### src/rtl/sd_pkg.sv
// sd_pkg: sequencer states and register-block byte addresses shared by the SD command master.
package sd_pkg;
    typedef enum logic [2:0] {IDLE, WR_CMD, WR_ARG, POLL, RD_RESP, CLR_ISR, DONE} state_t;
    localparam logic [6:0] ADDR_ARG  = 7'h00;
    localparam logic [6:0] ADDR_CMD  = 7'h04;
    localparam logic [6:0] ADDR_RESP = 7'h08;
    localparam logic [6:0] ADDR_ISR  = 7'h34;
endpackage

### src/rtl/sd_bus_access.sv
// sd_bus_access: runs one registered byte read or write on the register-block port, holding writes WE_HOLD cycles.
module sd_bus_access #(
    parameter int WE_HOLD = 1
) (
    input  logic       clk,
    input  logic       rst,
    input  logic       start,
    input  logic       wr,
    input  logic [6:0] addr,
    input  logic [7:0] wdata,
    output logic       op_done,
    output logic [7:0] rdata,
    output logic       bus_we,
    output logic [6:0] bus_addr,
    output logic [7:0] bus_wdata,
    input  logic [7:0] bus_rdata
);
    logic        active;
    logic [15:0] cnt;

    // op_done marks the last cycle of the current access so the next one can start on the same edge
    assign op_done = active && (!bus_we || cnt == 16'(WE_HOLD - 1));
    assign rdata   = bus_rdata;

    always_ff @(posedge clk) begin
        if (rst) begin
            active    <= 1'b0;
            cnt       <= 16'd0;
            bus_we    <= 1'b0;
            bus_addr  <= 7'd0;
            bus_wdata <= 8'd0;
        end else if (start) begin
            active    <= 1'b1;
            cnt       <= 16'd0;
            bus_we    <= wr;
            bus_addr  <= addr;
            bus_wdata <= wr ? wdata : 8'd0;
        end else if (op_done) begin
            active    <= 1'b0;
            bus_we    <= 1'b0;
            bus_wdata <= 8'd0;
        end else if (active) begin
            cnt <= cnt + 16'd1;
        end
    end
endmodule

### src/rtl/sd_cmd_master.sv
// sd_cmd_master: turns one SD command request into the register-block byte sequence
// (command, argument, status poll, response read, status clear).
module sd_cmd_master import sd_pkg::*; #(
    parameter int WE_HOLD  = 1,
    parameter int POLL_MAX = 65535,
    parameter int CMD_W    = 14
) (
    input  logic             clk,
    input  logic             rst,
    input  logic             req_valid,
    output logic             req_ready,
    input  logic [CMD_W-1:0] req_cmd,
    input  logic [31:0]      req_arg,
    input  logic             req_long,
    output logic             done,
    output logic [4:0]       status,
    output logic             timeout,
    output logic [127:0]     resp,
    output logic             busy,
    output logic             bus_we,
    output logic [6:0]       bus_addr,
    output logic [7:0]       bus_wdata,
    input  logic [7:0]       bus_rdata
);
    state_t      state, state_n;
    logic [3:0]  idx, idx_n, nidx;
    logic [15:0] poll, cmd, cmd_in;
    logic [31:0] arg;
    logic        long_r, start, wr, op_done, hit, expire, last;
    logic [6:0]  addr;
    logic [7:0]  wdata, rdata;

    assign cmd_in = 16'(req_cmd);
    assign nidx   = idx + 4'd1;
    assign hit    = rdata[4:0] != 5'd0;
    assign expire = (poll + 16'd1) == 16'(POLL_MAX);
    assign last   = idx == (long_r ? 4'd15 : 4'd3);

    sd_bus_access #(.WE_HOLD(WE_HOLD)) u_bus (
        .clk(clk), .rst(rst), .start(start), .wr(wr), .addr(addr), .wdata(wdata),
        .op_done(op_done), .rdata(rdata),
        .bus_we(bus_we), .bus_addr(bus_addr), .bus_wdata(bus_wdata), .bus_rdata(bus_rdata)
    );

    // each state issues the next access on the edge that ends the current one
    always_comb begin
        state_n = state;
        idx_n   = idx;
        start   = 1'b0;
        wr      = 1'b0;
        addr    = ADDR_ISR;
        wdata   = 8'h00;
        case (state)
            IDLE: if (req_valid) begin
                state_n = WR_CMD;
                idx_n   = 4'd0;
                start   = 1'b1;
                wr      = 1'b1;
                addr    = ADDR_CMD;
                wdata   = cmd_in[7:0];
            end
            WR_CMD: if (op_done) begin
                start   = 1'b1;
                wr      = 1'b1;
                state_n = idx[0] ? WR_ARG : WR_CMD;
                idx_n   = idx[0] ? 4'd0 : 4'd1;
                addr    = idx[0] ? ADDR_ARG : ADDR_CMD + 7'd1;
                wdata   = idx[0] ? arg[7:0] : cmd[15:8];
            end
            WR_ARG: if (op_done) begin
                start   = 1'b1;
                wr      = idx != 4'd3;
                state_n = wr ? WR_ARG : POLL;
                idx_n   = nidx;
                addr    = wr ? ADDR_ARG + 7'(nidx) : ADDR_ISR;
                wdata   = wr ? arg[{nidx[1:0], 3'b000} +: 8] : 8'h00;
            end
            POLL: begin
                start   = 1'b1;
                wr      = !hit && expire;
                state_n = hit ? RD_RESP : expire ? CLR_ISR : POLL;
                idx_n   = 4'd0;
                addr    = hit ? ADDR_RESP : ADDR_ISR;
            end
            RD_RESP: begin
                start   = 1'b1;
                wr      = last;
                state_n = last ? CLR_ISR : RD_RESP;
                idx_n   = nidx;
                addr    = last ? ADDR_ISR : ADDR_RESP + 7'(nidx);
            end
            CLR_ISR: state_n = op_done ? DONE : CLR_ISR;
            DONE:    state_n = IDLE;
            default: state_n = IDLE;
        endcase
    end

    always_ff @(posedge clk) begin
        if (rst) begin
            state     <= IDLE;
            idx       <= 4'd0;
            poll      <= 16'd0;
            cmd       <= 16'd0;
            arg       <= 32'd0;
            long_r    <= 1'b0;
            status    <= 5'd0;
            timeout   <= 1'b0;
            resp      <= '0;
            done      <= 1'b0;
            busy      <= 1'b0;
            req_ready <= 1'b1;
        end else begin
            state     <= state_n;
            idx       <= idx_n;
            poll      <= state == POLL ? poll + 16'd1 : 16'd0;
            done      <= state_n == DONE;
            busy      <= state_n != IDLE;
            req_ready <= state_n == IDLE;
            if (state == IDLE && req_valid) begin
                cmd     <= cmd_in;
                arg     <= req_arg;
                long_r  <= req_long;
                status  <= 5'd0;
                timeout <= 1'b0;
                resp    <= '0;
            end
            if (state == POLL && hit) status <= rdata[4:0];
            if (state == POLL && !hit && expire) timeout <= 1'b1;
            if (state == RD_RESP) resp[{idx, 3'b000} +: 8] <= rdata;
        end
    end
endmodule

### config.mk
export PLATFORM = sky130hd
export DESIGN_NAME = sd_cmd_master
export DESIGN_NICKNAME = d
export VERILOG_FILES = /design/src/rtl/sd_pkg.sv /design/src/rtl/sd_bus_access.sv /design/src/rtl/sd_cmd_master.sv
export SDC_FILE = /design/constraint.sdc
export NUM_CORES = 1
export LEC_CHECK = 0
export ABC_AREA = 0
export CORE_MARGIN = 2
export CORE_UTILIZATION = 55
export CTS_CLUSTER_SIZE = 30
export DETAILED_ROUTE_END_ITERATION = 6
export DONT_BUFFER_PORTS = 1
export HOLD_SLACK_MARGIN = 0.02
export PLACE_DENSITY = 0.84
export SETUP_SLACK_MARGIN = 0.5
export SYNTH_ARGS = -nofsm -noshare
export SYNTH_HDL_FRONTEND = slang
export SYNTH_SLANG_ARGS = --single-unit
### constraint.sdc
create_clock -name clk -period 2.7 [get_ports clk]
set_clock_uncertainty 0.15 [all_clocks]
set_input_delay 0.81 -clock clk [delete_from_list [all_inputs] [get_ports clk]]
set_output_delay 0.81 -clock clk [all_outputs]
set_load 0.1 [all_outputs]
==> reports/results.txt <==
The region available for standard cell placement spans 17780 µm². After synthesis, the netlist uses 64 different library cells. The area fraction of the dominant cell type after synthesis is 0.4677, and the fraction of final layout cells sized beyond drive strength 1 is 0.2707.

By area the synthesized netlist is led by sky130_fd_sc_hd__dfxtp_1, sky130_fd_sc_hd__a21oi_1, sky130_fd_sc_hd__nand2_1. After synthesis, the most frequently instantiated cells are sky130_fd_sc_hd__dfxtp_1, sky130_fd_sc_hd__nand2_1, sky130_fd_sc_hd__a21oi_1, sky130_fd_sc_hd__nor2_1, sky130_fd_sc_hd__nand3_1. STA classifies the critical path startpoint as a register.

The via count of the first global-routing pass was 9365. Setup violations remaining at the end of the flow were counted as 12. Counting every net in the synthesized netlist gives 1322. STA puts the critical path data required time at 2950 ps. The number of levels in the clock H-tree is 1, and the parity-gate share of the synthesized area counting xor and xnor cells is 0.02746. Most congested layer reported by global routing: met2. The dominant combinational cell family by area after synthesis was simple AND/OR/NAND/NOR gates.

The part of the cycle the worst path needs is 1.033. The total overflow reported by the global router is 0, and the height of the die is 138.1 µm. IR analysis of the VDD net gives a maximum drop of 447.7 µV. The die is 138.1 µm wide. Entering global routing, the biggest net connects 199 pins.

The proportion of register bits with asynchronous set or reset after synthesis is 0. The internal portion of the total power is 5.551 mW. In the post-synthesis netlist, the cell with the most instances is sky130_fd_sc_hd__dfxtp_1.

The sequential fraction of the synthesis area was 0.4677. The checks that failed: negative setup slack. After detailed routing, the total wire length is 32.24 mm.

Type of the tightest min-delay check: input pin to register. Dividing the detail-routed wire length by the instance count gives 19.48 µm. TritonCTS built the clock tree.

Simple logic cell fraction of the synthesized area: 0.2665. Met1 track demand over resource: 0.3881. Clock tree synthesis inserted a total of 24 buffers. The average via count per standard cell is 6.204, and the row count is 49. The final RePlAce weighted congestion was 0.9113; the proportion of total power due to net switching was 0.2520. The clock network fraction of design power came out at 0.439.

Before CTS, the worst setup slack after placement is 16.82 ps. The number of flops mapped to enable cells by yosys works out to 0. The number of nets with antenna violations after detailed routing came out at 0.

The compound-cell area share of the yosys netlist was 0.1572. The longest clock path from root to sink contains 3 buffers. The initial core utilization is 0.5561. The maximum net fanout on the critical path works out to 2. Subtracting the final worst setup slack from the clock period gives 2789 ps.

The first global-routing pass estimated 48.40 mm of wire. Compared with the post-synthesis result, the final layout area differs by 31.66%. The run gives 11360 µm² as the post-detailed-placement cell area. The slew at the pin with the worst max-slew slack was 873.9 ps.

The synthesized-area fraction occupied by adder cells came out at 0.01012. The logic depth of the worst register-to-register path works out to 6. The run gives 10270 as the number of vias in the routed layout. The run gives 0 as the initial antenna violation count. The logs give 19060 µm² for the area of the die and 1.870 mW for the power dissipated by switching net loads. The sequential cell fraction of total power is 0.474.

The run gives 0 as the total of warnings raised by yosys. Synthesis handed over a netlist of 1256 instances. Each instance of the synthesized netlist takes up on average 7.872 µm². The run gives 0 as the remaining design rule violation count. Total standard cell area after synthesis: 9887 µm². The count of inserted antenna diode cells is 0. Setup repair after global routing could not meet its margin everywhere. The hold violation total from the final report was 0; the relative contribution of combinational cells to total power was 0.087. Static timing analysis puts the maximum clock frequency at 358.5 MHz. The flow ran to the end, but the final reports show violations. The smallest setup slack after layout is -89.15 ps. The first routing iteration left 1015 violations. The logs give 3030 ps for the arrival time of data at the critical path endpoint and 1474 for the number of nets in the layout. The met3 track demand over resource in global routing is 0.06477, and the total half-perimeter wirelength after legalization and detailed placement is 18.80 mm. 211 I/O pins were placed. The run gives 0.3024 as the total routing usage reported by global routing. The depth of the worst hold-timing path was 1. Once layout is done, the placed cells without fillers occupy 13020 µm². For this run, the detailed router's first-pass iteration total came to 6.

The synthesized design contains 231 register bits. The power per standard cell area is 570.1 nW/µm². For the number of clock sinks, the log shows 231. The worst setup path is captured at a register.

The core utilization of the finished layout is 0.7322. Summed over all instances, the cell type with the most area after synthesis is sky130_fd_sc_hd__dfxtp_1. Number of input and output port buffers inserted: 0.

The clock edge transition at the registers on the reported setup and hold paths is 70 ps, and the number of max-slew violations in the final report is 0. For the worst-case headroom to the max-slew limit, the log shows 0.4174. The share of synthesized area spent on multiplexers came out at 0.02582.

Met2 track utilization from global routing: 0.4966. The standby leakage power is 4.792 nW. CTS placed an instance of sky130_fd_sc_hd__clkbuf_16 at the clock tree root. By startpoint and endpoint, the worst setup path is classified as register to register. Max-cap violations in this run came to 0. For this run, the leading register cell type out of synthesis is sky130_fd_sc_hd__dfxtp_1. Clock latency on the worst-skew pair, taken at its later pin, is 510 ps.
[layout by cell type, fill, tap and decap left out, types with 19 or more instances in the layout]
cell	count
sky130_fd_sc_hd__dfxtp_1	217
sky130_fd_sc_hd__buf_4	207
sky130_fd_sc_hd__nand2_1	191
sky130_fd_sc_hd__a21oi_1	159
sky130_fd_sc_hd__nor2_1	137
sky130_fd_sc_hd__nand3_1	125
sky130_fd_sc_hd__a31oi_1	39
sky130_fd_sc_hd__clkbuf_16	25
sky130_fd_sc_hd__nor3_1	20
sky130_fd_sc_hd__xnor2_1	19
[through the flow]
stage          cells  total power [mW]  TNS [ps]  hold slack (ps)
6_report        1655             7.422    -361.3            216.0
5_1_grt         1655             7.617     -1673            204.2
4_1_cts         1643             7.335         0            233.7
3_5_place_dp    1573             4.106         0            293.6
3_3_place_gp    1573             4.093         0            287.8
2_1_floorplan   1256             4.039         0            283.2
[kinds of logic after synthesis]
logic type / count (synthesis)
compound gates: 264
fa+ha+maj: 8
mux: 18
other cells: 1
flops: 231
xor+xnor: 31
simple gates: 587
buf+inv: 116
[repair_timing]
action	in CTS	in global routing
pin swaps	15	20
cloned	1	2
gates resized for setup	52	76
endpoints found under the setup margin	165	112
hold buffers	0	0
setup buffers	25	10
[registers in the layout (all words and copies together), names as in the netlist, 3 cells and up]
| register | count |
|---|---|
| cmd | 6 |
| state | 3 |
| idx | 4 |
| u_bus.cnt | 16 |
| poll | 16 |
| arg | 32 |
| u_bus.bus_addr | 6 |
| status | 5 |
| u_bus.bus_wdata | 8 |
| resp | 128 |
[metal layers]
layer	vias up	wire (µm)	share of wire
met4	0	1792	0.056
met5	-	0	0
met3	169	3036	0.094
li1	4637	-	-
met1	4809	12280	0.38
met2	653	15130	0.47
[final cells by class]
cell class	count	area (µm²)
fillers	1245	4762
repair buffers	227	1837
clock buffers	33	685.7
clock inverters	11	90.09
flip-flops and latches	231	4649
multi-input cells	910	5416
well taps	229	286.5
inverters	14	52.55
[critical path: stages (launching register included)]
cell and delay [ps]:
sky130_fd_sc_hd__dfxtp_2 320, sky130_fd_sc_hd__or4_4 550, sky130_fd_sc_hd__o41ai_4 430, sky130_fd_sc_hd__a31oi_1 200, sky130_fd_sc_hd__or4b_4 560, sky130_fd_sc_hd__and2_4 160
sky130_fd_sc_hd__or3_1 320
[power by group through the flow]
stage | Sequential, mW | Combinational, mW | Clock (mW)
final | 3.52 | 0.644 | 3.26
after CTS | 3.51 | 0.574 | 3.25
after global routing | 3.52 | 0.673 | 3.42
after global placement | 3.59 | 0.506 | 0
after floorplan | 3.70 | 0.342 | 0
after detailed placement | 3.59 | 0.516 | 0
[path summary, 6_finish.rpt]
kind,from,endpoint,slack [ps]
max reg2reg,u_bus.cnt[2],busy,-90
max,u_bus.cnt[2],busy,-90
min reg2reg,arg[19],arg[19],300
min,rst,resp[68],220
No activity file was read; power rests on OpenSTA's default activity.
